**src/rtl/uart_cmd_ctrl.sv**
```systemverilog
// uart_cmd_ctrl: turns a stream of received UART bytes into register writes.
// A frame is SYNC_BYTE, address, data, checksum. The checksum byte makes the
// XOR of all four bytes zero. A good frame produces a one-cycle write strobe.
// A bad checksum, or too long a gap between bytes, produces a one-cycle
// frame_err pulse and bumps a saturating error counter.
module uart_cmd_ctrl #(
  parameter int unsigned CLOCK_FREQUENCY = 100_000_000,
  parameter int unsigned BAUD_RATE       = 115_200,
  parameter logic [7:0]  SYNC_BYTE       = 8'hA5,
  parameter int unsigned TIMEOUT_BYTES   = 4
) (
  input  logic       clk,
  input  logic       rst_n,
  input  logic       ena_rxd,
  input  logic [7:0] data_i,
  input  logic       err_clr,
  output logic       wr_en,
  output logic [7:0] wr_addr,
  output logic [7:0] wr_data,
  output logic       frame_err,
  output logic [7:0] err_cnt,
  output logic       busy
);

  // One 10-bit character time is CLOCK_FREQUENCY/BAUD_RATE * 10 cycles.
  localparam int unsigned TIMEOUT_CYCLES = (CLOCK_FREQUENCY / BAUD_RATE) * 10 * TIMEOUT_BYTES;
  localparam int unsigned TO_W           = $clog2(TIMEOUT_CYCLES + 1);
  // The counter is sampled at the edge where it would step to TIMEOUT_CYCLES-1.
  // Firing on that edge makes frame_err rise TIMEOUT_CYCLES-1 cycles after the
  // last accepted byte.
  localparam logic [TO_W-1:0] TO_FIRE = TO_W'(TIMEOUT_CYCLES - 2);

  typedef enum logic [1:0] {
    S_IDLE = 2'd0,
    S_ADDR = 2'd1,
    S_DATA = 2'd2,
    S_CHK  = 2'd3
  } state_e;

  state_e          state_q, state_d;
  logic            ena_q;
  logic [TO_W-1:0] to_cnt_q, to_cnt_d;
  logic [7:0]      addr_q, addr_d;
  logic [7:0]      data_q, data_d;
  logic            wr_en_q, wr_en_d;
  logic [7:0]      wr_addr_q, wr_addr_d;
  logic [7:0]      wr_data_q, wr_data_d;
  logic            frame_err_q, frame_err_d;
  logic [7:0]      err_cnt_q, err_cnt_d;
  logic            busy_q, busy_d;

  logic accept;
  logic timeout;

  // A byte is taken only on the rising edge of the receiver's ready level.
  assign accept  = ena_rxd & ~ena_q;
  // An accepted byte in the same cycle beats the timeout.
  assign timeout = (state_q != S_IDLE) && !accept && (to_cnt_q == TO_FIRE);

  // Next-state, frame assembly, timeout counter and error-count logic.
  always_comb begin
    // NOTE: every signal gets a default before any branch, so no path leaves
    // a value unassigned and no latch is inferred.
    state_d     = state_q;
    addr_d      = addr_q;
    data_d      = data_q;
    wr_en_d     = 1'b0;
    wr_addr_d   = wr_addr_q;
    wr_data_d   = wr_data_q;
    frame_err_d = 1'b0;
    to_cnt_d    = to_cnt_q + 1'b1;

    unique case (state_q)
      S_IDLE: begin
        to_cnt_d = '0;
        if (accept && (data_i == SYNC_BYTE)) state_d = S_ADDR;
      end
      S_ADDR: begin
        if (accept) begin
          addr_d  = data_i;
          state_d = S_DATA;
        end
      end
      S_DATA: begin
        if (accept) begin
          data_d  = data_i;
          state_d = S_CHK;
        end
      end
      S_CHK: begin
        if (accept) begin
          state_d = S_IDLE;
          if ((SYNC_BYTE ^ addr_q ^ data_q ^ data_i) == 8'h00) begin
            wr_en_d   = 1'b1;
            wr_addr_d = addr_q;
            wr_data_d = data_q;
          end else begin
            frame_err_d = 1'b1;
          end
        end
      end
      default: state_d = S_IDLE;
    endcase

    if (accept) to_cnt_d = '0;

    if (timeout) begin
      state_d     = S_IDLE;
      frame_err_d = 1'b1;
      to_cnt_d    = '0;
    end

    err_cnt_d = err_cnt_q;
    if (err_clr)                               err_cnt_d = 8'h00;
    else if (frame_err_d && err_cnt_q != 8'hFF) err_cnt_d = err_cnt_q + 8'd1;

    busy_d = (state_d != S_IDLE);
  end

  // State and output registers; a reset aborts any partial frame silently.
  always_ff @(posedge clk or negedge rst_n) begin
    if (!rst_n) begin
      // ena_q resets high so a ready level already present at reset release
      // does not count as a new byte.
      ena_q       <= 1'b1;
      state_q     <= S_IDLE;
      to_cnt_q    <= '0;
      addr_q      <= 8'h00;
      data_q      <= 8'h00;
      wr_en_q     <= 1'b0;
      wr_addr_q   <= 8'h00;
      wr_data_q   <= 8'h00;
      frame_err_q <= 1'b0;
      err_cnt_q   <= 8'h00;
      busy_q      <= 1'b0;
    end else begin
      // NOTE: non-blocking assignments make every register take its value
      // from the same edge, independent of statement order.
      ena_q       <= ena_rxd;
      state_q     <= state_d;
      to_cnt_q    <= to_cnt_d;
      addr_q      <= addr_d;
      data_q      <= data_d;
      wr_en_q     <= wr_en_d;
      wr_addr_q   <= wr_addr_d;
      wr_data_q   <= wr_data_d;
      frame_err_q <= frame_err_d;
      err_cnt_q   <= err_cnt_d;
      busy_q      <= busy_d;
    end
  end

  assign wr_en     = wr_en_q;
  assign wr_addr   = wr_addr_q;
  assign wr_data   = wr_data_q;
  assign frame_err = frame_err_q;
  assign err_cnt   = err_cnt_q;
  assign busy      = busy_q;

endmodule

```
**config.mk**
```make
export PLATFORM = sky130hd
export DESIGN_NAME = uart_cmd_ctrl
export DESIGN_NICKNAME = d
export VERILOG_FILES = /design/src/rtl/uart_cmd_ctrl.sv
export SDC_FILE = /design/constraint.sdc
export NUM_CORES = 1
export LEC_CHECK = 0
export ABC_AREA = 1
export CORE_MARGIN = 10
export CORE_UTILIZATION = 50
export DETAILED_ROUTE_END_ITERATION = 8
export PLACE_DENSITY_LB_ADDON = 0.2
export REMOVE_ABC_BUFFERS = 1
export SYNTH_ARGS = -nofsm -noshare
export SYNTH_HDL_FRONTEND = slang
export SYNTH_SLANG_ARGS = --single-unit
```
**constraint.sdc**
```tcl
create_clock -name clk -period 2.05 [get_ports clk]
set_input_delay 0.41 -clock clk [delete_from_list [all_inputs] [get_ports clk]]
set_output_delay 0.41 -clock clk [all_outputs]
set_load 0.02 [all_outputs]
```
After elaboration in Yosys (flattened, before gate mapping)
Index checks and enable logic that the tools add are counted.

Add/subtract/negate cells: 2. Eq/ne operators: 6. Multiplexer cells: 18. Bitwise operators: 5. Reductions and logical operators: 13.

Operators with widths (count): 2-to-1 mux 16 bit (3); adder 16 x 1 -> 16 bit (second input constant) (1); == test 16 bit (second input constant) (1); 2-to-1 mux 8 bit (2); bitwise XOR 8 bit (2); 2-to-1 mux 2 bit (5); adder 8 x 1 -> 8 bit (second input constant) (1); == test 8 bit (second input constant) (1); logical NOT 8 bit (1); != test 8 bit (second input constant) (1); one-hot mux 2 bit (4 select lines) (1); 2-to-1 mux 1 bit (7); nonzero test 2 bit (3); == test 2 bit (second input constant) (2); logical AND 1 bit (4); NOT 4 bit (1); AND reduction 2 bit (2); AND reduction 3 bit (1); == test 2 x 1 -> 1 bit (second input constant) (1); logical NOT 2 bit (1); AND 1 bit (1); logical NOT 1 bit (1); NOT 1 bit (1).

Bits in registers: 62. Input bits: 12. Output and inout port bits: 27. Word-level logic and storage cells: 55.

Longest topological paths before layout
Gate-level depths: netlist of the first run.

Depth after elaboration: 11. Mapped depth: 13. Gate-level depth less buffers: 13.

Worst setup path before layout of the first run
No wires, ideal clock.

Path type: reg2reg. From: register err_cnt_q[0] (netlist: err_cnt[0]). To: register err_cnt_q[5] (netlist: err_cnt[5]). Setup time: 66 ps. Data arrival time: 1604 ps. Slack: 380 ps. Cell stages (with the launch flop): 10. Path buffers: 0. Cells stage by stage: dfrtp_1 -> ha_1 -> nand2_1 -> inv_1 -> nand2_1 -> nor2_1 -> nand4_1 -> nand2_2 -> nand3_1 -> nand2_1.

Cells in the longest elaborated chain, start to end: 3. Elaborated cells between the ends (all ways): 6. Classes of those cells: add/sub (1); eq/ne (1); mux (2); reduce/logical (2).

RTL lines: start: declaration (RTL line 49) `logic [7:0] err_cnt_q, err_cnt_d;`; start signal: assignment (RTL line 148) `err_cnt_q <= err_cnt_d;`; adder 8 x 1 -> 8 bit / != test 8 bit (equally long branches) (RTL line 115) `else if (frame_err_d && err_cnt_q != 8'hFF) err_cnt_d = err_cnt_q + 8'd1;`; 2-to-1 mux 8 bit / logical AND 1 bit (equally long branches) (RTL line 115); 2-to-1 mux 8 bit / nonzero test 2 bit (equally long branches).

Parallel ways exist; a longest one is shown, timed or not. The select of a mux whose other input is x is not followed. A chain may end at the register's enable or synchronous reset.

Final worst setup path of the first run
From: register err_cnt_q[4] (netlist: err_cnt[4]). To: output err_cnt[4].

RTL lines: end: declaration (RTL line 21) `output logic [7:0] err_cnt,`.

No word-level cell between the ends.

==> results of run 1 <==
-- cell usage in the layout, fill, tap and decap left out, types with 2 or more instances in the layout --
master           instances
o21ai_0                 33
nand3_1                 32
dfrtp_1                 61
nand2_2                  3
nor4_1                   4
ha_1                     3
nor3b_2                  2
inv_1                   57
or2_2                    3
clkbuf_8                11
nor3_1                   4
clkdlybuf4s50_1         37
or2_0                    2
nor2_1                  22
nand4_1                 15
nor2_2                   5
nor3_2                   3
xor2_1                   8
buf_12                   3
inv_2                    3
buf_4                   16
clkinv_2                 2
nor3b_1                  2
nand2_1                117
bufinv_16                2
-- metal layers --
layer | GRT usage (%) | vias up | part of all wire (%)
li1 | - | 1385 | -
met1 | 16.9 | 1238 | 45
met2 | 22.2 | 61 | 47
met3 | 4.29 | 11 | 5.6
met4 | 8.38 | 0 | 1.9
met5 | 0 | - | 0
-- through the flow --
stage / utilization [%] / hold WS (ps) / cells / power, mW
after global routing: 66.4 / 79.8 / 537 / 4.01
final: 66.4 / 45.9 / 537 / 3.73
after CTS: 66.0 / 67.0 / 534 / 3.78
after global placement: 62.3 / 448 / 519 / 2.51
after floorplan: - / 114 / 390 / 2.25
after detailed placement: 62.3 / 450 / 519 / 2.56
-- area by class of cell --
| type | instances | area [um^2] | share of cell area (%) |
|---|---|---|---|
| timing repair buffer | 57 | 556 | 14.0 |
| clock buffer | 11 | 151 | 3.81 |
| clock inverter | 4 | 70.1 | 1.76 |
| sequential | 62 | 1550 | 39.0 |
| multi-input combinational | 267 | 1320 | 33.3 |
| inverter | 61 | 231 | 5.82 |
| tap | 75 | 93.8 | 2.36 |
-- repair_timing --
action,4_1_cts,5_1_grt
hold buffers,0,0
endpoints found under the hold margin,0,0
setup endpoints to repair,0,5
setup buffers,0,3
-- sequential cells by signal, indices dropped and copies added, names as in the netlist --
register / count
ena_q: 1
wr_addr: 8
wr_data: 8
to_cnt_q: 16
busy: 1
data_q: 8
state_q: 2
frame_err: 1
wr_en: 1
err_cnt: 8
addr_q: 8
-- cells by family after synthesis --
kind of cell               after synthesis
and+or+nand+nor                        217
DFF                                     62
adders and majority gates                3
buffers and inverters                   67
AOI/OAI and AO/OA                       39
xor gates and xnor gates                 8
-- power by group --
part / switching [mW] / total (mW) / internal [mW] / leakage, nW
combinational: 0.565 / 0.924 / 0.358 / 1.04
sequential: 0.165 / 1.61 / 1.44 / 0.833
clock: 0.459 / 1.20 / 0.739 / 0.115
-- final timing paths --
check,start,endpoint,slack [ps],cells past startpoint
max in group asynchronous,rst_n,ena_q$_DFF_PN1_,1680,2
setup / recovery,err_cnt[4]$_DFFE_PN0P_,err_cnt[4],170,1
hold reg to reg,wr_addr[7]$_DFFE_PN0P_,wr_addr[7]$_DFFE_PN0P_,480,2
min in group clk,wr_addr[7]$_DFFE_PN0P_,wr_addr[7]$_DFFE_PN0P_,480,2
setup reg to reg,to_cnt_q[0]$_DFF_PN0_,to_cnt_q[3]$_DFF_PN0_,300,7
hold / removal,rst_n,addr_q[0]$_DFFE_PN0P_,50,2
==> flow_metrics.tcl, run 1 <==
set metrics [dict create \
    n_fill_cell 510 \
    cts_resized 0 \
    tns_ps 0 \
    ys_seq_area_share_pct 49.5 \
    ys_top_cells_by_count "117 x nand2_1, 61 x dfrtp_1, 57 x inv_1, 33 x o21ai_0, 32 x nand3_1" \
    yosys.area.top_type_share_pct 48.7 \
    p_leak_nw 1.99 \
    antenna_left 0 \
    area_growth_pct 26.9 \
    crit_required_ps 1640 \
    relSlewSlack_pct 61.0 \
    yosysMostFrequentCell "nand2_1" \
    clock_skew_ps 10.0 \
    syn_area_um2 3130 \
    path_class "reg2out" \
    grt_setup_unrepaired "no" \
    synthMuxAreaShare_pct 0 \
    synth-edff-count 0 \
    finalWorstSetupSlack_ps 172 \
    postPlaceCellArea_um2 3730 \
    cts_max_level 3 \
    start_util_pct 52.3 \
    path_delay_family "buffers and inverters" \
    outcome "complete, no violations" \
    fin_crit_sh_pct 91.6 \
    routed_via_density 5.02 \
    gr-usage-all-layers_pct 14.2 \
    wl_mm 6.62 \
    syn_inst 396 \
    grt_pass1_vias 2547 \
    stdcell_area_um2 3980 \
    worst_slew_pin_slew_ps 585 \
    synth_area_leader_cell "dfrtp_1" \
    die_y_um 99.2 \
    synth_compound_area_share_pct 6.99 \
    synth_top_family_by_area "simple AND/OR/NAND/NOR gates" \
    antenna_found_initial 0 \
    cp_max_fo 6 \
    period_minus_slack_ps 1880 \
    critical-path-max-stage-delay_ps 650 \
    nets 473 \
    syn_avg_cell_area_um2 7.91 \
    ios 39 \
    synth_xor_area_share_pct 2.24 \
    rows 28 \
    route.detailed.drc 0 \
    place_hpwl_mm 4.80 \
    cts-buffers-inserted 9 \
    worstSetupStartpointType "flip-flop" \
    gp_congestion 0.830 \
    drtIter0Drc 86 \
    overflow 0 \
    ys.flop_type "dfrtp_1" \
    hp-class "in2async" \
    port_buffers 38 \
    max_freq_mhz 532 \
    core_region_area_um2 5990 \
    async_flop_share_pct 100 \
    ys_ff_latch 62 \
    tritoncts "done" \
    ys_types 34 \
    setup_viol 0 \
    p_per_area_nw_per_um2 937 \
    clk_latency_ps 350 \
    hold_viol 0 \
    path_buf_inv 1 \
    yosys_warnings 0 \
    ir_drop_mv 0.478 \
    cts-root-buf "clkbuf_8" \
    drtPass1Iterations 4 \
    cp-end-kind "output port" \
    numClockSinks 62 \
    ys_top_cells_by_area "dfrtp_1 49%, nand2_1 14%, inv_1 6.8%" \
    wire_per_inst_um 12.3 \
    grt_start_max_net_pins 63 \
    grt_pass1_wl_mm 11.5 \
    slew_violations 0 \
    n_antenna_cell 0 \
    die-area_um2 9840 \
    die_x_um 99.2 \
    crit_chain "clkdlybuf4s50_1" \
    vias 2695 \
    drive_above_1_share_pct 12.8 \
    critPathSlowestCell "clkdlybuf4s50_1" \
    synth_fa_ha_area_share_pct 1.20 \
    critPathArrivalTime_ps 1470 \
    yosys.area_share.simple_pct 31.8 \
    clkTransAtPathRegs_ps 70 \
    clk_path_buf_depth 2 \
    place_ws_ps -82.1 \
    cap_violations 0 \
]
Note: power is estimated with default switching activity, not from simulation.
==> run 2, diff against run 1 <==
--- a/config.mk
+++ b/config.mk
@@ -8,6 +8,7 @@
 export ABC_AREA = 1
 export CORE_MARGIN = 10
 export CORE_UTILIZATION = 50
+export CTS_CLUSTER_SIZE = 10
 export DETAILED_ROUTE_END_ITERATION = 8
 export PLACE_DENSITY_LB_ADDON = 0.2
 export REMOVE_ABC_BUFFERS = 1
==> results of run 2 <==
No change in the layout: final DEF, timing and power equal those of run 1.
